==> src/rtl/nn_pkg.sv <==
// -----------------------------------------------------------------------------
// nn_pkg
// Shared definitions for the neural accelerator and its host-side readout
// engine (nn_result_reader).
//   NN_ADDR_W     : default neuron-RAM address / word-count width
//   NN_DATA_W     : default neuron-RAM data width
//   nn_rd_state_t : readout FSM state encoding
// -----------------------------------------------------------------------------
package nn_pkg;

    localparam int NN_ADDR_W = 8;
    localparam int NN_DATA_W = 8;

    typedef enum logic [1:0] {
        IDLE    = 2'd0,
        WAIT    = 2'd1,
        PRESENT = 2'd2,
        DONE    = 2'd3
    } nn_rd_state_t;

endpackage : nn_pkg

==> src/rtl/nn_result_reader.sv <==
// -----------------------------------------------------------------------------
// nn_result_reader
// Host-side readout engine for the accelerator's external neuron-RAM read
// port. A rising edge on `finished` latches the result window
// (base address, word count). The engine then walks the read address across
// the window, one outstanding read at a time, and presents each word on a
// valid/ready stream with a last marker.
//
// Ports
//   clk                       in   system clock, rising edge
//   reset                     in   asynchronous active-low reset
//   finished                  in   accelerator done flag (level)
//   result_base_address       in   first result word address
//   result_word_count         in   number of result words (0 = nothing to read)
//   neuron_ram_read_data_ext  in   neuron-RAM read data, RD_LATENCY after address
//   neuron_ram_read_adr_ext   out  neuron-RAM read address (registered)
//   out_data                  out  result word (registered)
//   out_valid                 out  out_data valid
//   out_ready                 in   consumer accepts word
//   out_last                  out  marks the final word of a readout
//   busy                      out  readout in progress (state != IDLE)
//   done                      out  one-cycle pulse at the end of a readout
// -----------------------------------------------------------------------------
module nn_result_reader
    import nn_pkg::*;
#(
    parameter int ADDR_W     = NN_ADDR_W,
    parameter int DATA_W     = NN_DATA_W,
    parameter int RD_LATENCY = 1          // 0 (combinational read) .. 3
) (
    input  logic              clk,
    input  logic              reset,
    input  logic              finished,
    input  logic [ADDR_W-1:0] result_base_address,
    input  logic [ADDR_W-1:0] result_word_count,
    input  logic [DATA_W-1:0] neuron_ram_read_data_ext,
    output logic [ADDR_W-1:0] neuron_ram_read_adr_ext,
    output logic [DATA_W-1:0] out_data,
    output logic              out_valid,
    input  logic              out_ready,
    output logic              out_last,
    output logic              busy,
    output logic              done
);

    // Two bits cover every legal read latency (0..3).
    localparam logic [1:0] RD_LAT = 2'(RD_LATENCY);

    nn_rd_state_t      state_q, state_d;
    logic              finished_q;
    logic              trigger;

    logic [ADDR_W-1:0] adr_q,   adr_d;
    logic [ADDR_W-1:0] idx_q,   idx_d;
    logic [ADDR_W-1:0] count_q, count_d;
    logic [1:0]        lat_q,   lat_d;
    logic [DATA_W-1:0] data_q,  data_d;
    logic              valid_q, valid_d;
    logic              last_q,  last_d;

    // Only a 0->1 transition of the level flag starts a readout; holding the
    // flag high never retriggers.
    assign trigger = finished && !finished_q;

    // -------------------------------------------------------------------------
    // State register
    // -------------------------------------------------------------------------
    always_ff @(posedge clk or negedge reset) begin
        if (!reset) begin
            state_q <= IDLE;
        end else begin
            state_q <= state_d;
        end
    end

    // -------------------------------------------------------------------------
    // Next-state and datapath update
    // -------------------------------------------------------------------------
    always_comb begin
        state_d = state_q;
        adr_d   = adr_q;
        idx_d   = idx_q;
        count_d = count_q;
        lat_d   = lat_q;
        data_d  = data_q;
        valid_d = valid_q;
        last_d  = last_q;

        case (state_q)
            IDLE: begin
                if (trigger) begin
                    count_d = result_word_count;
                    if (result_word_count == '0) begin
                        // Empty result window: no read, straight to the done pulse.
                        state_d = DONE;
                    end else begin
                        adr_d   = result_base_address;
                        idx_d   = '0;
                        lat_d   = '0;
                        state_d = WAIT;
                    end
                end
            end

            WAIT: begin
                // lat_q counts edges since the address changed; the word is
                // valid on the RAM port once it reaches the read latency.
                if (lat_q == RD_LAT) begin
                    data_d  = neuron_ram_read_data_ext;
                    valid_d = 1'b1;
                    last_d  = (idx_q == count_q - ADDR_W'(1));
                    state_d = PRESENT;
                end else begin
                    lat_d = lat_q + 2'd1;
                end
            end

            PRESENT: begin
                // Word and address hold until the consumer takes the word.
                if (valid_q && out_ready) begin
                    valid_d = 1'b0;
                    if (last_q) begin
                        last_d  = 1'b0;
                        state_d = DONE;
                    end else begin
                        idx_d   = idx_q + ADDR_W'(1);
                        adr_d   = adr_q + ADDR_W'(1);   // wraps modulo 2^ADDR_W
                        lat_d   = '0;
                        state_d = WAIT;
                    end
                end
            end

            DONE: begin
                state_d = IDLE;
            end

            default: begin
                state_d = IDLE;
            end
        endcase
    end

    // -------------------------------------------------------------------------
    // Datapath / edge-detect registers
    // -------------------------------------------------------------------------
    always_ff @(posedge clk or negedge reset) begin
        if (!reset) begin
            finished_q <= 1'b0;
            adr_q      <= '0;
            idx_q      <= '0;
            count_q    <= '0;
            lat_q      <= '0;
            data_q     <= '0;
            valid_q    <= 1'b0;
            last_q     <= 1'b0;
        end else begin
            finished_q <= finished;
            adr_q      <= adr_d;
            idx_q      <= idx_d;
            count_q    <= count_d;
            lat_q      <= lat_d;
            data_q     <= data_d;
            valid_q    <= valid_d;
            last_q     <= last_d;
        end
    end

    assign neuron_ram_read_adr_ext = adr_q;
    assign out_data                = data_q;
    assign out_valid               = valid_q;
    assign out_last                = last_q;
    assign busy                    = (state_q != IDLE);
    assign done                    = (state_q == DONE);

endmodule : nn_result_reader

==> config.mk <==
export PLATFORM = sky130hd
export DESIGN_NAME = nn_result_reader
export DESIGN_NICKNAME = d
export VERILOG_FILES = /design/src/rtl/nn_pkg.sv /design/src/rtl/nn_result_reader.sv
export SDC_FILE = /design/constraint.sdc
export NUM_CORES = 1
export LEC_CHECK = 0
export BUFFER_PORTS_ARGS = -buffer_cell sky130_fd_sc_hd__buf_2
export CELL_PAD_IN_SITES_DETAIL_PLACEMENT = 1
export CELL_PAD_IN_SITES_GLOBAL_PLACEMENT = 1
export CORE_ASPECT_RATIO = 0.75
export CORE_UTILIZATION = 25
export DETAILED_ROUTE_END_ITERATION = 10
export GPL_TIMING_DRIVEN = 1
export PLACE_DENSITY = 0.52
export SLEW_MARGIN = 20
export SYNTH_ARGS = -nofsm -noshare
export SYNTH_HDL_FRONTEND = slang
export SYNTH_SLANG_ARGS = --single-unit
==> constraint.sdc <==
create_clock -name clk -period 2.1 [get_ports clk]
set_input_delay 0.105 -clock clk [delete_from_list [all_inputs] [get_ports clk]]
set_output_delay 0.105 -clock clk [all_outputs]
set_load 0.01 [all_outputs]
======== After elaboration in Yosys (flattened, before gate mapping) ========
Cells that the tools add are included.
cells by class
  add/sub/neg operators ................... 4
  multipliers ............................. 0
  div/mod/pow operators ................... 0
  magnitude comparators ................... 0
  equality and inequality tests ........... 11
  shifts and indexed selects .............. 0
  mux-type cells .......................... 27
  bitwise gates (word level) .............. 0
  reductions and logical operators ........ 15
operators with widths
  operator                                          number
  two-way mux 8 bit                                 8
  one-hot mux 8 bit (2 select lines)                2
  two-way mux 2 bit                                 10
  adder 8 x 1 -> 8 bit, second input constant       2
  inequality test 2 bit, second input constant      6
  == test 8 bit                                     1
  zero test 8 bit                                   1
  one-hot mux 2 bit (4 select lines)                1
  subtractor 8 x 1 -> 8 bit, second input constant  1
  one-hot mux 2 bit (3 select lines)                1
  AND reduction 3 bit                               2
  AND reduction 6 bit                               1
  nonzero test 2 bit                                3
  AND reduction 5 bit                               1
  == test 2 x 1 -> 1 bit, second input constant     2
  == test 2 bit, second input constant              2
  one-hot mux 1 bit (2 select lines)                2
  AND reduction 2 bit                               2
  two-way mux 1 bit                                 3
  nonzero test 3 bit                                1
  adder 2 x 1 -> 2 bit, second input constant       1
  logical AND 1 bit                                 2
  zero test 2 bit                                   1
  zero test 1 bit                                   1
word-level totals
  register bits after elaboration ......... 39
  bits in latches ......................... 0
  memory bits (writable) .................. 0
  bits in read-only memories .............. 0
  input bits .............................. 28
  word-level logic and storage cells ...... 66
  memories kept ........................... 0

======== Logic depth before layout (Yosys ltp) ========
  depth in word-level cells ............... 4
  gate-level depth with buffers ........... 7

======== Worst setup path after synthesis ========
No wires, ideal clock.
  kind .................................... register to register
  from .................................... register state_q[1]
  to ...................................... register idx_q[3]
  arrival time ............................ 1,838 ps
  data required time ...................... 2,034 ps
  slack ................................... 196 ps
  cell stages (with the launch flop) ...... 7
  path buffers ............................ 1
  cells stage by stage .................... dfrtp_1 -> or3b_4 -> a221oi_2 -> nand2_2 -> buf_6 -> or4_1 -> nand2_1
between the ends
  longest elaborated chain between the ends .. 3
  elaborated cells between the ends (all ways) .. 9
ends and longest elaborated chain
  what                                                                          RTL line                 source
  start: declaration                                                            nn_result_reader.sv:49   nn_rd_state_t state_q, state_d;
  start signal: assignment                                                      nn_result_reader.sv:72   state_q <= state_d;
  == test 2 bit or zero test 2 bit (tied branches)                              nn_result_reader.sv:89   case (state_q)
  inequality test 2 bit (no source line) or nonzero test 2 bit (tied branches)  -
  AND reduction 5 bit (no source line)                                          -
  end signal: assignment                                                        nn_result_reader.sv:160  idx_q <= idx_d;
  end: declaration                                                              nn_result_reader.sv:54   logic [ADDR_W-1:0] idx_q, idx_d;
Parallel ways exist; a longest one is shown, timed or not.
A chain may end at the register's enable or synchronous reset.

======== Final worst setup path ========
  from .................................... register state_q[1]
  to ...................................... register idx_q[6]
The elaborated chain is that of the path after synthesis.

==> key figures <==
Run status
  – Result of the run: completed

Placement
  – Total placed cells including tap cells: 367
  – Area post-placement: 0.002482 mm²
  – Post-detail-place hpwl: 4178 µm
  – Number of buffers inserted by port buffering: 47
  – Routability cong.: 0.7167
  – Pre-CTS setup slack: approximately 0.072 ns

Routing
  – Remaining number of nets flagged by the antenna check after routing: 0
  – Total Routed Length: 5540 µm
  – Average via count per standard cell: 4.749
  – Number of design rule violations left after detail routing: 0
  – Via total after detailed routing: 1,795
  – Number of DRC markers after the initial detailed-route iteration: 38
  – Average wire per standard cell: 14.66 µm
  – Total iterations of the first detailed-routing run: 4

Final layout
  – Ratio of cells with drive above 1 in the final layout: between 30 and 40%
  – Cell Count, Final, Fillers Out: between 300 and 400
  – Area of the multi-input gates: 0.001092 mm²
  – Number of nets at the end of the flow: 304
  – Area used by sequential logic in the layout: 975.9 µm²
  – Synthesis-to-layout area growth: 26.65%
  – Filler Cells Inserted: 940
  – Area of all placed cells without fillers: around 0.0026 mm²
  – Antenna diode count: 0

Worst setup path
  – Required time at the worst-slack endpoint: 2.32 ns
  – Slowest cell on the critical path: sky130_fd_sc_hd__or4_4
  – Startpoint kind of the worst setup timing path: flop
  – Worst Path Buf+Inv: 0
  – Cell type group with the largest total delay on the critical path: simple AND/OR/NAND/NOR gates
  – Critical path endpoint category: flop
  – Crit path arrival time: 2.24 ns
  – Setup CP Type: reg -> reg
  – Cells traversed along the worst timing path: or3b_4 -> a221oi_4 -> nand2_2 -> or4_4 -> a21oi_2
  – Critical-path maximum fanout: 5
  – Peak per-stage delay on the critical path: 0.53 ns

Clock tree
  – Root cell of the clock tree: sky130_fd_sc_hd__clkbuf_8
  – Buffers from clock root to sink, at most: 2
  – Clock insertion delay at the later pin of the skew report: between 0.2 and 0.3 ns
  – Number of buffers inserted during clock tree synthesis: 5
  – TritonCTS clock tree: done
  – Clock Pin Slew Worst Setup and Hold Paths: 0.08 ns
  – Number of H-tree branching levels: 2
  – Sinks on the clock net: 39

Yosys
  – Top cell type by total area after synthesis: sky130_fd_sc_hd__dfrtp_1
  – Post-synth design cell area: 0.002084 mm²
  – Proportion of synthesized flip-flops having asynchronous set or reset: 100.0%
  – Most common library cells after synthesis: sky130_fd_sc_hd__dfrtp_1, sky130_fd_sc_hd__nand2_1, sky130_fd_sc_hd__o21ai_0
  – Gate count of the mapped netlist: 214
  – Ranking of synthesized cells by area: sky130_fd_sc_hd__dfrtp_1, sky130_fd_sc_hd__mux2_2, sky130_fd_sc_hd__nand2_1
  – Yosys warnings: 0
  – Sequential cell area fraction in the yosys report: 46.82%
  – Synth top area share: 46.82%
  – Number of synthesized register bits: 39
  – Mapped Avg Cell Area: 9.741 µm²
  – Synthesized netlist net count: 246
  – Most frequently used flop master after synthesis: sky130_fd_sc_hd__dfrtp_1
  – Number of unique standard cell types used by synthesis: 47
  – Library cell with the highest instance count after synthesis: sky130_fd_sc_hd__dfrtp_1
  – Number of enable-type register cells in the synthesized netlist: 0

Global route
  – Global-route wire length before repair: 9121 µm
  – Total global routing track utilization: 13.74%
  – Largest net degree at the start of global routing: 21
  – Remaining Overflow, GRT: 0
  – Number of global-route vias before repair: 1,843
  – Number of antenna violations at the first check in global routing: 0

STA
  – Final count of hold timing violations: 0
  – Worst-margin pin slew: 0.6699 ns
  – Maximum clock rate: 496.5 MHz
  – Final-report setup violation count: 0
  – Period utilisation layout: 95.91%
  – Max-slew violation count: 0
  – Post-Route Skew: 0.003802 ns
  – Smallest setup slack after layout: 0.08592 ns
  – Rel. slew slack: between 50% and 60%
  – Post-route minimum period: 2.014 ns

Floorplanning
  – Total die area: approximately 0.0087 mm²
  – Area inside the core boundary: 0.007988 mm²
  – Number of standard-cell rows in the floorplan: 28
  – Die Span X: 107.4 µm
  – Top-Level Pins: 48
  – Initial standard-cell utilization of the core: 26.10%
  – Height of the die: 81.08 µm

Power and ir drop
  – Power density cells: ~1300 mW/mm²
  – Worst supply voltage drop on vdd: 0.5426 mV
  – Leakage power: 1.197 nW

Min path
  – Type of the most critical hold path: in -> reg

Job
  – MaxCap Viol Count: 0
[logic make-up after synthesis]
group	after synthesis	share of synthesized area [%]
AO/OA/AOI/OAI	44	13.51
XOR/XNOR	12	5.042
adder cells (fa/ha/maj)	4	2.401
buffers and inverters	14	3.001
flip-flops	39	46.82
multiplexers	14	7.503
AND/OR/NAND/NOR	87	21.73
[per-stage QoR]
stage | utilization, % | hold slack, ns | setup TNS [ns] | power [mW]
after floorplan | - | -0.1906 | 0 | 2.318
after global placement | 31.08 | -0.08477 | 0 | 2.847
after detailed placement | 31.08 | -0.08364 | 0 | 2.863
after CTS | 32.44 | 0.02473 | 0 | 3.405
after global routing | 33.05 | 0.02040 | -0.004012 | 3.688
final | 33.05 | 0.03543 | 0 | 3.380
[state kept, by name (all words and copies together), names as in the netlist]
name and cells:
state_q 2, finished_q 1, lat_q 2, out_data 8, out_valid 1, idx_q 8
neuron_ram_read_adr_ext 8, out_last 1, count_q 8
[path summary, 6_finish.rpt]
path	cells after the start	start	slack [ns]	end
hold / removal	2	neuron_ram_read_data_ext[4]	0.04	out_data[4]
setup reg to reg	5	state_q[1]	0.09	idx_q[6]
hold reg to reg	1	out_data[7]	0.51	out_data[7]
max in group asynchronous	3	reset	1.50	count_q[4]
min in group asynchronous	2	reset	0.13	lat_q[1]
setup / recovery	5	state_q[1]	0.09	idx_q[6]
[power breakdown]
group          total, mW  switching (mW)  internal (mW)
Sequential          1.34           0.288           1.05
Combinational       1.52           0.781          0.743
Clock              0.513           0.282          0.231
Total               3.38            1.35           2.03
[repair_timing]
| item | CTS | global route |
|---|---|---|
| endpoints found under the hold margin | 40 | 0 |
| hold buffers | 2 | 0 |
| buffers inserted | 0 | 1 |
| gates resized for setup | 0 | 8 |
| endpoints found under the setup margin | 0 | 4 |
[final cells by class]
cell class / instances / share of cell area (%)
Clock inverter: 3 / 0.7583
Multi-Input combinational cell: 162 / 41.37
Clock buffer: 5 / 2.607
Tap cell: 105 / 4.976
Inverter: 5 / 0.7109
Sequential cell: 39 / 36.97
Timing Repair Buffer: 59 / 12.61
[layout by cell type (no fill, tap or decap), types with 9 or more instances in the layout]
master,Yosys,layout
sky130_fd_sc_hd__buf_2,2,46
sky130_fd_sc_hd__dfrtp_1,39,39
sky130_fd_sc_hd__nand2_1,26,27
sky130_fd_sc_hd__o21ai_0,18,18
sky130_fd_sc_hd__mux2_2,13,13
sky130_fd_sc_hd__nor2_1,13,13
sky130_fd_sc_hd__nand3_1,12,12
sky130_fd_sc_hd__buf_4,0,11
sky130_fd_sc_hd__xnor2_1,9,9
[per-layer routing]
metal / routed length (µm) / track usage [%] / up-vias / part of all wire [%]
li1: - / - / 880 / -
met1: 2815 / 19.59 / 876 / 51
met2: 2477 / 20.90 / 30 / 45
met4: 51 / 3.288 / 0 / 0.92
met3: 196 / 3.291 / 9 / 3.5
met5: 0 / 0 / - / 0
[worst register-to-register path: stages, from the launching register on]
cell                       delay [ns]
sky130_fd_sc_hd__dfrtp_1         0.38
sky130_fd_sc_hd__or3b_4          0.42
sky130_fd_sc_hd__a221oi_4        0.33
sky130_fd_sc_hd__nand2_2         0.14
sky130_fd_sc_hd__or4_4           0.53
sky130_fd_sc_hd__a21oi_2         0.14
Power figures use the tool's default switching activity.
